--- config.mk ---
export PLATFORM = sky130hd
export DESIGN_NAME = multicycle_controller
export DESIGN_NICKNAME = d
export VERILOG_FILES = /design/src/rtl/multicycle_controller.sv
export SDC_FILE = /design/constraint.sdc
export NUM_CORES = 1
export LEC_CHECK = 0
export CAP_MARGIN = 20
export CORE_UTILIZATION = 40
export DETAILED_ROUTE_END_ITERATION = 12
export PLACE_DENSITY_LB_ADDON = 0.1
export SLEW_MARGIN = 30
export SYNTH_ARGS = -nofsm -noshare
export SYNTH_HDL_FRONTEND = slang
export SYNTH_SLANG_ARGS = --single-unit
--- constraint.sdc ---
create_clock -name clk_i -period 2.2 [get_ports clk_i]
set_input_delay 0.55 -clock clk_i [delete_from_list [all_inputs] [get_ports clk_i]]
set_output_delay 0.55 -clock clk_i [all_outputs]
set_load 0.05 [all_outputs]
--- src/rtl/multicycle_controller.sv ---
`default_nettype none
// ---------------------------------------------------------------------------
// multicycle_controller : Moore FSM control unit for the multicycle RV32I core.
// Optional memory wait-state handshake enabled by defining MEM_WAIT_EN.
// Revision 1.0
// ---------------------------------------------------------------------------
module multicycle_controller #(
  parameter int ALUCTRL_W = 4,
  parameter int IMMSRC_W  = 3,
  parameter int STATE_W   = 4
) (
  input  logic                 clk_i,
  input  logic                 rst_ni,
`ifdef MEM_WAIT_EN
  input  logic                 mem_ready_i,
`endif
  input  logic [6:0]           op_i,
  input  logic [2:0]           funct3_i,
  input  logic                 funct7b5_i,
  input  logic                 zero_i,
  input  logic                 negative_i,
  input  logic                 overflow_i,
  input  logic                 carry_i,
  output logic                 pcwrite_o,
  output logic                 adrsrc_o,
  output logic                 memwrite_o,
  output logic                 irwrite_o,
  output logic [1:0]           resultsrc_o,
  output logic [1:0]           alusrca_o,
  output logic [1:0]           alusrcb_o,
  output logic [ALUCTRL_W-1:0] alucontrol_o,
  output logic [IMMSRC_W-1:0]  immsrc_o,
  output logic                 regwrite_o,
  output logic                 illegal_o,
  output logic                 instrdone_o,
  output logic [STATE_W-1:0]   state_o
);

  typedef enum logic [3:0] {
    S_FETCH    = 4'd0,  S_DECODE = 4'd1,  S_MEMADR = 4'd2,  S_MEMREAD = 4'd3,
    S_MEMWB    = 4'd4,  S_MEMWRITE = 4'd5, S_EXECR = 4'd6,  S_EXECI   = 4'd7,
    S_ALUWB    = 4'd8,  S_BRANCH = 4'd9,  S_JALR   = 4'd10, S_JAL     = 4'd11,
    S_LUI      = 4'd12, S_AUIPC  = 4'd13, S_ILLEGAL = 4'd14
  } state_e;

  typedef struct packed {
    logic                 pcwrite;
    logic                 adrsrc;
    logic                 memwrite;
    logic                 irwrite;
    logic [1:0]           resultsrc;
    logic [1:0]           srca;
    logic [1:0]           srcb;
    logic [ALUCTRL_W-1:0] alu;
    logic [IMMSRC_W-1:0]  imm;
    logic                 regwrite;
    logic                 illegal;
    logic                 done;
  } ctrl_t;

  state_e state_q, state_d;
  ctrl_t  ctrl_q, ctrl_d;
  logic   mem_ready;
  logic   taken;

`ifdef MEM_WAIT_EN
  assign mem_ready = mem_ready_i;
`else
  assign mem_ready = 1'b1;
`endif

  function automatic logic [ALUCTRL_W-1:0] alu_decode(input logic [6:0] op,
                                                       input logic [2:0] f3,
                                                       input logic f7b5);
    logic [3:0] a;
    case (f3)
      3'b000:  a = (op == 7'b0110011 && f7b5) ? 4'd1 : 4'd0;
      3'b001:  a = 4'd7;
      3'b010:  a = 4'd5;
      3'b011:  a = 4'd6;
      3'b100:  a = 4'd4;
      3'b101:  a = f7b5 ? 4'd9 : 4'd8;
      3'b110:  a = 4'd3;
      default: a = 4'd2;
    endcase
    return ALUCTRL_W'(a);
  endfunction

  // Control word for a state; registered on entry so outputs are glitch-free.
  function automatic ctrl_t ctrl_for(input state_e s, input logic [6:0] op,
                                     input logic [2:0] f3, input logic f7b5);
    ctrl_t c;
    c = '0;
    case (s)
      S_FETCH:    begin c.irwrite = 1'b1; c.pcwrite = 1'b1; c.srcb = 2'b10; c.resultsrc = 2'b10; end
      S_DECODE:   begin c.srca = 2'b01; c.srcb = 2'b01; c.imm = IMMSRC_W'(3'd2); end
      S_MEMADR:   begin c.srca = 2'b10; c.srcb = 2'b01; c.imm = IMMSRC_W'({2'b00, op[5]}); end
      S_MEMREAD:  c.adrsrc = 1'b1;
      S_MEMWB:    begin c.resultsrc = 2'b01; c.regwrite = 1'b1; c.done = 1'b1; end
      S_MEMWRITE: begin c.adrsrc = 1'b1; c.memwrite = 1'b1; c.done = 1'b1; end
      S_EXECR:    begin c.srca = 2'b10; c.alu = alu_decode(op, f3, f7b5); end
      S_EXECI:    begin c.srca = 2'b10; c.srcb = 2'b01; c.alu = alu_decode(op, f3, f7b5); end
      S_ALUWB:    begin c.regwrite = 1'b1; c.done = 1'b1; end
      S_BRANCH:   begin c.srca = 2'b10; c.alu = ALUCTRL_W'(4'd1); c.done = 1'b1;
                        c.illegal = (f3[2:1] == 2'b01); end
      S_JALR:     begin c.srca = 2'b10; c.srcb = 2'b01; end
      S_JAL:      begin c.srca = 2'b01; c.srcb = 2'b10; c.pcwrite = 1'b1; end
      S_LUI:      begin c.srca = 2'b11; c.srcb = 2'b01; c.imm = IMMSRC_W'(3'd4); end
      S_AUIPC:    begin c.srca = 2'b01; c.srcb = 2'b01; c.imm = IMMSRC_W'(3'd4); end
      default:    begin c.illegal = 1'b1; c.done = 1'b1; end
    endcase
    return c;
  endfunction

  always_comb begin
    state_d = state_q;
    case (state_q)
      S_FETCH:    if (mem_ready) state_d = S_DECODE;
      S_DECODE: begin
        case (op_i)
          7'b0000011, 7'b0100011: state_d = S_MEMADR;
          7'b0110011:             state_d = S_EXECR;
          7'b0010011:             state_d = S_EXECI;
          7'b1100011:             state_d = S_BRANCH;
          7'b1101111:             state_d = S_JAL;
          7'b1100111:             state_d = S_JALR;
          7'b0110111:             state_d = S_LUI;
          7'b0010111:             state_d = S_AUIPC;
          default:                state_d = S_ILLEGAL;
        endcase
      end
      S_MEMADR:   state_d = op_i[5] ? S_MEMWRITE : S_MEMREAD;
      S_MEMREAD:  if (mem_ready) state_d = S_MEMWB;
      S_MEMWRITE: if (mem_ready) state_d = S_FETCH;
      S_EXECR, S_EXECI, S_JAL, S_LUI, S_AUIPC: state_d = S_ALUWB;
      S_JALR:     state_d = S_JAL;
      default:    state_d = S_FETCH;
    endcase
  end

  assign ctrl_d = ctrl_for(state_d, op_i, funct3_i, funct7b5_i);

  always_ff @(posedge clk_i or negedge rst_ni) begin
    if (!rst_ni) begin
      state_q <= S_FETCH;
      ctrl_q  <= ctrl_for(S_FETCH, 7'd0, 3'd0, 1'b0);
    end else begin
      state_q <= state_d;
      ctrl_q  <= ctrl_d;
    end
  end

  always_comb begin
    taken = 1'b0;
    case (funct3_i)
      3'b000:  taken = zero_i;
      3'b001:  taken = !zero_i;
      3'b100:  taken = negative_i ^ overflow_i;
      3'b101:  taken = !(negative_i ^ overflow_i);
      3'b110:  taken = !carry_i;
      3'b111:  taken = carry_i;
      default: taken = 1'b0;
    endcase
  end

  // Write enables are gated by reset so an in-flight instruction writes nothing.
  assign pcwrite_o    = rst_ni & ((state_q == S_BRANCH) ? taken
                                  : (ctrl_q.pcwrite & (mem_ready | (state_q != S_FETCH))));
  assign irwrite_o    = rst_ni & ctrl_q.irwrite & mem_ready;
  assign memwrite_o   = rst_ni & ctrl_q.memwrite;
  assign regwrite_o   = rst_ni & ctrl_q.regwrite;
  assign illegal_o    = rst_ni & ctrl_q.illegal;
  assign instrdone_o  = rst_ni & ctrl_q.done & (mem_ready | (state_q != S_MEMWRITE));
  assign adrsrc_o     = ctrl_q.adrsrc;
  assign resultsrc_o  = ctrl_q.resultsrc;
  assign alusrca_o    = ctrl_q.srca;
  assign alusrcb_o    = ctrl_q.srcb;
  assign alucontrol_o = ctrl_q.alu;
  assign immsrc_o     = ctrl_q.imm;
  assign state_o      = STATE_W'(state_q);

endmodule
`default_nettype wire
==> impl_metrics.py <==
metrics = {
    "power": {
        "leakage_uw": 0.0008892,
        "power_density_nw_per_um2": 1366,
        "vdd_ir_drop_max_mv": 0.7661,
    },
    "clock_tree": {
        "clock_latency_ps": 300,
        "cts_root_buf": "clkbuf_4",
        "postCtsHoldBufs": 0,
        "cts_tree": "built",
        "clk_path_buf_depth": 2,
        "cts_buffers": 3,
        "clkTransAtPathRegs_ps": 120,
        "cts.sinks": 23,
        "htree_levels": 1,
    },
    "worst_setup_path": {
        "worstPathRequired_ps": 1650,
        "crit_path_end_kind": "output pin",
        "cp_max_fo": 3,
        "critPathArrivalTime_ps": 1600,
        "path_class": "primary input to output pin",
        "cp-start-kind": "primary input",
    },
    "route": {
        "drt_pass1_iterations": 4,
        "drcViolationCount": 0,
        "dr.first_iter.drc_count": 42,
        "wl_per_cell_um": 12.84,
        "ant_nets": 0,
        "vias_per_cell": 4.996,
        "vias": 1154,
        "wirelength_um": 2966,
    },
    "timing": {
        "post-route-period-util_pct": 97.53,
        "worstMarginPinSlew_ps": 502.0,
        "min_period_ps": 2146,
        "finalWorstSetupSlack_ps": 54.34,
        "rsz0062_at_grt": "yes",
        "finalClockSkew_ps": 1.914,
        "setup_viol_count_final": 0,
        "whs_ps": 579.9,
        "maxSlewViolCount": 0,
        "maxSlewHeadroom_pct": 66.43,
        "fmax_mhz": 466.1,
        "hold_viol_final": 0,
    },
    "die": {
        "fp.dieW_um": 60.71,
        "initial_utilization_pct": 43.73,
        "die_h_um": 60.71,
        "ios": 41,
        "num_rows": 20,
        "coreArea_um2": 3153,
        "die_area_um2": 3686,
    },
    "grt": {
        "grt_overflow_total": 0,
        "grt_pass1_wl_um": 4850,
        "antenna_found_initial": 0,
        "grt_pass1_vias": 1087,
        "grt_max_degree": 22,
        "track_usage_pct": 18.24,
    },
    "synth": {
        "yosysUniqueCellTypes": 56,
        "synthesis.nets": 150,
        "synth-async-reset-ratio_pct": 100.0,
        "synth_cells": 133,
        "netlist_area_um2": 1379,
        "synth_simple_gate_area_share_pct": 23.32,
        "yosysWarningCount": 0,
        "ys.flop_type": "dfrtp_1",
        "synth_top_family_by_area": "simple AND/OR/NAND/NOR gates",
        "synthMuxAreaShare_pct": 1.452,
        "ys_ff_latch": 23,
        "syn_avg_cell_area_um2": 10.37,
        "synthAdderAreaFrac_pct": 0,
        "ys_seq_area_share_pct": 42.01,
        "synth_xor_area_share_pct": 3.176,
        "synth-edff-count": 0,
        "synth_compound_area_share_pct": 18.33,
    },
    "layout": {
        "final_cell_mix": "33 x buf_4, 21 x clkdlybuf4s50_1, 19 x dfrtp_1",
        "final_common_cell": "buf_4",
        "area_growth_pct": 43.56,
        "nets": 205,
        "drive_gt1_share_pct": 37.43,
        "n_antenna_cell": 0,
        "final_area_um2": 1979,
    },
    "hold_path": {
        "hold_path.class": "primary input to async pin",
    },
    "placement": {
        "post_dp_cell_area_um2": 1958,
        "gp_congestion": 0.8338,
        "port_buffers": 40,
        "place_hpwl_um": 2389,
        "pre_cts_slack_ps": -265.8,
    },
    "job": {
        "drv_cap": 0,
    },
    "status": {
        "outcome": "complete, no violations",
    },
}
flip-flops by register name (all words and copies together), names as in the netlist:
name          cells
immsrc_o          3
alucontrol_o      4
ctrl_q            6
alusrca_o         2
alusrcb_o         2
resultsrc_o       1
adrsrc_o          1
state_o           4
path summary, 6_finish.rpt:
check                             from         endpoint  slack [ps]  depth (start not counted)
setup / recovery           funct3_i[1]        pcwrite_o          50                          5
hold / removal                  rst_ni        ctrl_q[0]         580                          2
setup reg to reg            state_o[1]  alucontrol_o[0]         310                          7
hold reg to reg             state_o[0]       ctrl_q[17]         610                          2
max in group asynchronous       rst_ni       state_o[1]        1290                          3
min in group clk_i          state_o[0]       ctrl_q[17]         610                          2
cell usage after synthesis, types with 2 or more instances:
| master | instances | area [µm²] |
|---|---|---|
| nand3_1 | 3 | 15.01 |
| dfstp_2 | 3 | 78.83 |
| mux2i_1 | 2 | 20.02 |
| nand2b_1 | 2 | 12.51 |
| buf_4 | 14 | 105.1 |
| or2_1 | 4 | 25.02 |
| dfrtp_1 | 20 | 500.5 |
| inv_2 | 2 | 7.510 |
| o21bai_2 | 2 | 22.52 |
| xnor2_1 | 5 | 43.79 |
| or3_1 | 2 | 12.51 |
| nor2_1 | 9 | 33.78 |
| nor3_1 | 2 | 10.01 |
| nand2_1 | 6 | 22.52 |
| o21ai_0 | 4 | 20.02 |
| o31ai_1 | 2 | 15.01 |
| a21oi_1 | 3 | 15.01 |
| inv_1 | 5 | 18.77 |
| and2_1 | 5 | 31.28 |
| clkbuf_1 | 2 | 7.510 |
repair_timing:
action                     4_1_cts  5_1_grt
pin swaps                        5        3
setup buffers                    0        2
resized for setup               21        0
setup endpoints to repair        1        7
per-stage QoR:
step,utilization (%),std cells,setup TNS (ps),total power (µW)
floorplan,-,133,0,1927
global placement,62.10,225,-2130,2489
detailed placement,62.10,225,-2760,2516
CTS,62.30,229,0,2711
global route,62.78,231,-141.8,2876
finish,62.78,231,0,2705
area by class of cell:
cell class / instances / area (µm²)
Clock buffer: 4 / 26.28
Fill cell: 280 / 1174
Inverter: 8 / 32.53
Multi-Input combinational cell: 84 / 638.1
Sequential cell: 23 / 580.6
Tap cell: 44 / 55.05
Timing Repair Buffer: 68 / 646.9
critical path: stages:
cell	delay, ps
clkdlybuf4s15_2	200
or3_1	370
o211ai_1	100
o211a_2	230
buf_12	140
report_power, final:
part | internal [µW] | switching [µW] | leakage, µW
combinational | 794 | 1040 | 0.000579
sequential | 586 | 94.9 | 0.000295
clock | 70.6 | 118 | 0.0000150
per-layer routing:
layer	share of wire (%)	up-vias	global-route usage [%]
met3	4.8	2	2.559
li1	-	560	-
met4	0.81	0	7.143
met1	42	557	23.16
met5	0	-	0
met2	52	35	31.40
logic make-up (layout without fill, tap and decap cells):
family                 after synthesis  after routing
AND/OR/NAND/NOR                     49             49
AO/OA/AOI/OAI                       28             28
buffers and inverters               26             80
flip-flops                          23             23
XOR/XNOR                             5              5
multiplexers                         2              2
No activity file was read; power rests on OpenSTA's default activity.
